$ cat src/rtl/score_keeper.sv
// Match flow and scoring downstream of the physics engine: counts rally winners,
// paces point pauses on frame_tick and drives BCD digits. Define SCORE_WIN_BY_TWO_EN for win-by-two.
module score_keeper #(
  parameter int WIN_SCORE    = 15,
  parameter int PAUSE_FRAMES = 90,
  parameter int SCORE_W      = 7
) (
  input  logic       clk,
  input  logic       rst,
  input  logic       frame_tick,
  input  logic       game_over,
  input  logic [1:0] winner,
  input  logic       start,
  output logic       freeze,
  output logic       point_pulse,
  output logic       match_over,
  output logic [1:0] match_winner,
  output logic [3:0] p1_tens,
  output logic [3:0] p1_ones,
  output logic [3:0] p2_tens,
  output logic [3:0] p2_ones,
  output logic [1:0] state
);

  typedef enum logic [1:0] {IDLE = 2'd0, PLAY = 2'd1, PAUSE = 2'd2, OVER = 2'd3} state_t;

  localparam logic [SCORE_W-1:0] SAT_V = SCORE_W'(99);
  localparam logic [SCORE_W-1:0] WIN_V = SCORE_W'(WIN_SCORE);

  // Scores stay within 0..99, so at most nine subtractions of ten are needed.
  function automatic logic [7:0] to_bcd(input logic [SCORE_W-1:0] v);
    logic [3:0]         t;
    logic [SCORE_W-1:0] r;
    t = 4'd0;
    r = v;
    for (int i = 0; i < 9; i++) begin
      if (r >= SCORE_W'(10)) begin
        r = r - SCORE_W'(10);
        t = t + 4'd1;
      end
    end
    return {t, r[3:0]};
  endfunction

  state_t             state_q, state_d;
  logic [SCORE_W-1:0] p1_q, p1_d, p2_q, p2_d;
  logic [7:0]         p1_bcd_q, p1_bcd_d, p2_bcd_q, p2_bcd_d;
  logic [7:0]         cnt_q, cnt_d;
  logic               go_dly_q, start_dly_q;
  logic               freeze_q, freeze_d;
  logic               point_pulse_q, point_pulse_d;
  logic               match_over_q, match_over_d;
  logic [1:0]         match_winner_q, match_winner_d;

  logic               point_evt, start_evt, won;
  logic [SCORE_W-1:0] p1_inc, p2_inc, scorer_new, other_score;

  always_comb begin
    state_d        = state_q;
    p1_d           = p1_q;
    p2_d           = p2_q;
    cnt_d          = cnt_q;
    match_winner_d = match_winner_q;
    point_pulse_d  = 1'b0;

    point_evt = game_over & ~go_dly_q & ((winner == 2'd1) | (winner == 2'd2)) & (state_q == PLAY);
    start_evt = start & ~start_dly_q;

    p1_inc      = (p1_q >= SAT_V) ? SAT_V : p1_q + SCORE_W'(1);
    p2_inc      = (p2_q >= SAT_V) ? SAT_V : p2_q + SCORE_W'(1);
    scorer_new  = (winner == 2'd1) ? p1_inc : p2_inc;
    other_score = (winner == 2'd1) ? p2_q : p1_q;
`ifdef SCORE_WIN_BY_TWO_EN
    won = ((scorer_new >= WIN_V) &&
           ({1'b0, scorer_new} >= ({1'b0, other_score} + (SCORE_W+1)'(2)))) ||
          (scorer_new == SAT_V);
`else
    won = (scorer_new >= WIN_V);
`endif

    case (state_q)
      IDLE: if (start_evt) state_d = PLAY;
      PLAY: begin
        if (point_evt) begin
          if (winner == 2'd1) p1_d = p1_inc;
          else                p2_d = p2_inc;
          point_pulse_d = 1'b1;
          if (won) begin
            state_d        = OVER;
            match_winner_d = winner;
          end else begin
            state_d = PAUSE;
            cnt_d   = 8'(PAUSE_FRAMES);
          end
        end
      end
      PAUSE: begin
        // Rally edges are deliberately ignored here; only frame_tick advances.
        if (frame_tick) begin
          cnt_d = (cnt_q == 8'd0) ? 8'd0 : cnt_q - 8'd1;
          if (cnt_q <= 8'd1) state_d = PLAY;
        end
      end
      OVER: begin
        if (start_evt) begin
          p1_d           = '0;
          p2_d           = '0;
          match_winner_d = 2'd0;
          state_d        = PLAY;
        end
      end
      default: state_d = IDLE;
    endcase

    p1_bcd_d     = to_bcd(p1_d);
    p2_bcd_d     = to_bcd(p2_d);
    freeze_d     = (state_d != PLAY);
    match_over_d = (state_d == OVER);
  end

  always_ff @(posedge clk or posedge rst) begin
    if (rst) begin
      state_q        <= IDLE;
      p1_q           <= '0;
      p2_q           <= '0;
      p1_bcd_q       <= 8'd0;
      p2_bcd_q       <= 8'd0;
      cnt_q          <= 8'd0;
      go_dly_q       <= 1'b0;
      start_dly_q    <= 1'b0;
      freeze_q       <= 1'b1;
      point_pulse_q  <= 1'b0;
      match_over_q   <= 1'b0;
      match_winner_q <= 2'd0;
    end else begin
      state_q        <= state_d;
      p1_q           <= p1_d;
      p2_q           <= p2_d;
      p1_bcd_q       <= p1_bcd_d;
      p2_bcd_q       <= p2_bcd_d;
      cnt_q          <= cnt_d;
      go_dly_q       <= game_over;
      start_dly_q    <= start;
      freeze_q       <= freeze_d;
      point_pulse_q  <= point_pulse_d;
      match_over_q   <= match_over_d;
      match_winner_q <= match_winner_d;
    end
  end

  assign freeze       = freeze_q;
  assign point_pulse  = point_pulse_q;
  assign match_over   = match_over_q;
  assign match_winner = match_winner_q;
  assign p1_tens      = p1_bcd_q[7:4];
  assign p1_ones      = p1_bcd_q[3:0];
  assign p2_tens      = p2_bcd_q[7:4];
  assign p2_ones      = p2_bcd_q[3:0];
  assign state        = state_q;

endmodule

$ cat config.mk
export PLATFORM = sky130hd
export DESIGN_NAME = score_keeper
export DESIGN_NICKNAME = d
export VERILOG_FILES = /design/src/rtl/score_keeper.sv
export SDC_FILE = /design/constraint.sdc
export NUM_CORES = 1
export LEC_CHECK = 0
export BUFFER_PORTS_ARGS = -buffer_cell sky130_fd_sc_hd__buf_2
export CORE_MARGIN = 4
export CORE_UTILIZATION = 50
export CTS_CLUSTER_SIZE = 28
export DETAILED_ROUTE_END_ITERATION = 10
export GPL_ROUTABILITY_DRIVEN = 0
export PLACE_DENSITY = 0.69
export SLEW_MARGIN = 40
export SYNTH_ARGS = -nofsm -noshare
export SYNTH_HDL_FRONTEND = slang
export SYNTH_SLANG_ARGS = --single-unit
$ cat constraint.sdc
create_clock -name clk -period 15.85 [get_ports clk]
set_clock_uncertainty 0.1 [all_clocks]
set_input_delay 4.755 -clock clk [delete_from_list [all_inputs] [get_ports clk]]
set_output_delay 4.755 -clock clk [all_outputs]
set_load 0.05 [all_outputs]
==> out/results.env <==
PLACE_AREA_SQ_MM=0.00837
DIEWIDTH_UM=133
SETUP_VIOLATIONS=0
SYNTHESIS.AREA_SQ_MM=0.00776
MAX_SLEW_MARGIN_PCT=51.6
CP_COMMON_CELL='sky130_fd_sc_hd__nand2_1'
GRT_FIRST_PASS_WIRELENGTH_UM=32800
SYNTH_SEQ_CELLS=45
FINALNETCOUNT=1139
ANTENNA_NETS_POST_ROUTE=0
NETLIST.AREA_LEADER.SHARE_PCT=14.2
CLK_TRANSITION_REPORTED_PATHS_NS=0.07
SYNTH.AVG_CELL_AREA_SQ_UM=7.67
CRITPATHBUFINV=8
SYNTH.LARGEST_AREA_CELL='sky130_fd_sc_hd__dfrtp_1'
MIN_PATH_TYPE='reg2reg'
FINALWORSTPATHREQUIREDPERIOD_NS=15.37
CRITICAL_PATH_CLASS='in2reg'
LAYOUT-DRIVE-GT1-SHARE_PCT=21.4
CRITICAL_PATH_SINK_TYPE='register'
CP_DATA_ARRIVAL_TIME_NS=15.44
INSERTION_DELAY_NS=0.29
CRITICAL_PATH.MAX_FANOUT=6
OVERFLOW=0
TRITONCTS='built'
ROW_COUNT=45
POST_CTS_HOLD_BUFFER_COUNT=0
FMAX_MHz=65.1
CPPEAKSTAGEDELAY_NS=0.38
DRV.MAX_CAP_VIOLATION_COUNT=0
DRTPASS1ITERATIONS=6
YS_DOMINANT_REG_CELL='sky130_fd_sc_hd__dfrtp_1'
GRT_SETUP_UNREPAIRED='yes'
SETUP_WS_NS=0.483
ANTENNADIODECOUNT=0
GRT_PASS1_VIAS=6873
DRT-WIRELENGTH-PER-CELL_UM=16.0
MAPPEDNETLISTNETS=1061
TIGHTEST_SLEW_NS=0.707
RUN_STATUS='complete, no violations'
MAX-CLOCK-PATH-BUFFERS=2
AREA.GROWTH.SYNTH_TO_FINAL_PCT=15.2
FINAL-HOLD-VIOLATION-COUNT=0
MAXIMUM_NUMBER_OF_PINS_ON_ONE_NET_BEFORE_GLOBAL_ROUTE_REPAIR=46
NUM_CTS_BUFFERS=5
LAYOUT.CELLS.NON_FILLER=1279
WORSTPATHREQUIRED_NS=15.92
INITIALDRTVIOLATIONCOUNT=533
NUMBER_OF_ENABLE_TYPE_REGISTER_CELLS_IN_THE_SYNTHESIZED_NETLIST=0
CRITPATHSLOWESTCELL='sky130_fd_sc_hd__o41ai_2'
DP_HPWL_UM=15700
PLACEMENT.SETUP.WORST_SLACK_NS=-0.250
TRITONCTS_NUM_SINKS=45
GRT_UTIL_ALL_LAYERS_PCT=21.5
SYNTHCELLS=1012
DR_TOTAL_VIAS=7997
TIMING_MAX_TRANSITION_VIOLATIONS_FINAL=0
CTS-ROOT-BUF='sky130_fd_sc_hd__clkbuf_16'
NETLIST-CELL-TYPE-COUNT=115
POST-ROUTE-DRC-COUNT=0
DIEAREA_SQ_MM=0.0176
TOP_LEVEL_PORTS=30
FINALWIRELENGTH_UM=20500
CP_TOP_DELAY_FAMILY='simple AND/OR/NAND/NOR gates'
SYNTHESIS_WARNING_TOTAL=0
PLACE_INST=1252
SYNTH_AREA_LEADERS='sky130_fd_sc_hd__dfrtp_1 (14%), sky130_fd_sc_hd__ha_1 (6.8%), sky130_fd_sc_hd__nand2_1 (5.3%)'
CTS_HTREE_LEVELS=2
CORE_SQ_MM=0.0152
SYNTH-SEQ-AREA-SHARE_PCT=14.5
GRT_ANTENNA_BEFORE_REPAIR=0
FINAL.PERIOD_UTILIZATION_PCT=97.0
CHIPHEIGHT_UM=133
IO_BUFFERS=29
VIASPERCELL=6.25
FINAL_CELL_AREA_SQ_MM=0.00894
FIN_HOLD_WS_NS=0.369
ASYNC_RESET_FF_SHARE_PCT=100
STARTPOINT_TYPE='input port'
INITIAL_CORE_UTIL_PCT=51.1
-- timing repair --
item | CTS | global route
buffers inserted | 0 | 19
gates cloned | 0 | 0
pin swaps | 0 | 20
endpoints found under the setup margin | 1 | 13
resized for setup | 1 | 64
-- placed cells by master, fill, tap and decap left out, types with 6 or more instances in the layout --
cell type and count:
sky130_fd_sc_hd__dfrtp_1 44, sky130_fd_sc_hd__xor2_1 10, sky130_fd_sc_hd__a211oi_1 15, sky130_fd_sc_hd__o21ai_0 60, sky130_fd_sc_hd__a22oi_1 6, sky130_fd_sc_hd__ha_1 37, sky130_fd_sc_hd__o211a_1 7, sky130_fd_sc_hd__or3_1 6
sky130_fd_sc_hd__o22ai_1 8, sky130_fd_sc_hd__nand2b_1 9, sky130_fd_sc_hd__mux2i_1 16, sky130_fd_sc_hd__o31ai_1 11, sky130_fd_sc_hd__o21a_1 16, sky130_fd_sc_hd__a21oi_1 48, sky130_fd_sc_hd__nor2b_1 6, sky130_fd_sc_hd__a21oi_2 7
sky130_fd_sc_hd__xnor2_1 40, sky130_fd_sc_hd__nor2_2 6, sky130_fd_sc_hd__o211ai_1 13, sky130_fd_sc_hd__and3_1 11, sky130_fd_sc_hd__buf_2 29, sky130_fd_sc_hd__nor4_1 9, sky130_fd_sc_hd__mux2_2 12, sky130_fd_sc_hd__o31a_1 9
sky130_fd_sc_hd__o21ai_1 16, sky130_fd_sc_hd__a21o_1 14, sky130_fd_sc_hd__nor3_1 32, sky130_fd_sc_hd__nor2_1 60, sky130_fd_sc_hd__nand2_1 107, sky130_fd_sc_hd__and2_1 17, sky130_fd_sc_hd__a211o_1 9, sky130_fd_sc_hd__inv_1 59
sky130_fd_sc_hd__buf_4 73, sky130_fd_sc_hd__o2111ai_1 7, sky130_fd_sc_hd__nand3_1 45, sky130_fd_sc_hd__nand4_1 17, sky130_fd_sc_hd__or4_1 7, sky130_fd_sc_hd__a22o_1 7
-- synth_stat cells, drive strengths merged, types with 14 or more instances --
master,count
nand3,45
nand4,17
a21oi,56
dfrtp,44
o21ai,79
inv,65
mux2i,20
xnor2,46
a21o,14
o21a,17
and2,24
o31ai,14
nor2,70
ha,42
nor3,37
nand2,110
mux2,16
a211oi,21
buf,20
-- kinds of logic after synthesis --
family,Yosys count,share of synthesized area [%]
compound gates,351,34.7
xor+xnor,59,7.54
fa+ha+maj,43,6.90
buf+inv,98,5.62
flops,45,14.5
mux,36,5.04
simple gates,380,25.6
-- per-stage QoR --
| stage | TNS, ns | utilization, % |
|---|---|---|
| after CTS | 0 | 56.1 |
| after global placement | 0 | 55.1 |
| after global routing | -0.700 | 58.8 |
| after floorplan | 0 | - |
| after detailed placement | -0.340 | 55.1 |
| final | 0 | 58.8 |
-- tightest hold or removal path: cells and delay by family (launching register included) --
kind	cells	cell delay (ns)
AOI/OAI and AO/OA	1	0.05
DFF	1	0.34
and+or+nand+nor	1	0.05
-- final timing paths --
| kind | start | to | slack, ns | cells after the start |
|---|---|---|---|---|
| worst max-delay path | winner[1] | p2_bcd_q[5]$_DFF_PP0_ | 0.48 | 60 |
| worst min-delay path | match_winner[1]$_DFFE_PP0P_ | match_winner[1]$_DFFE_PP0P_ | 0.37 | 2 |
| worst min register to register | match_winner[1]$_DFFE_PP0P_ | match_winner[1]$_DFFE_PP0P_ | 0.37 | 2 |
| max in group asynchronous | rst | p2_bcd_q[0]$_DFF_PP0_ | 10.83 | 2 |
| worst max register to register | state[1]$_DFF_PP0_ | p2_bcd_q[5]$_DFF_PP0_ | 4.10 | 59 |
| min in group asynchronous | rst | p1_bcd_q[7]$_DFF_PP0_ | 4.43 | 2 |
-- cell type report --
class	count	area [sq um]
Multi-Input combinational cell	869	6470
Tap cell	188	235
Clock buffer	5	125
Fill cell	1388	6260
Clock inverter	3	28.8
Inverter	66	254
Timing Repair Buffer	103	704
Sequential cell	45	1130
-- sequential cells by signal, summed over array words and instances (netlist names) --
register      count
start_dly_q       1
go_dly_q          1
match_over        1
freeze            1
p1_q              6
p2_q              6
state             2
p2_bcd_q          8
cnt_q             8
match_winner      2
point_pulse       1
p1_bcd_q          8
-- metal layers --
| layer | up-vias | wire length [um] | GRT usage [%] |
|---|---|---|---|
| met2 | 253 | 9210 | 34.5 |
| met4 | 0 | 262 | 3.23 |
| met3 | 29 | 1140 | 2.62 |
| li1 | 4009 | - | - |
| met1 | 3706 | 9860 | 31.6 |
| met5 | - | 0 | 0 |
Power is left out: the tool's default activity adds up to more than one toggle a clock period on the data nets, which glitch-free logic cannot reach.
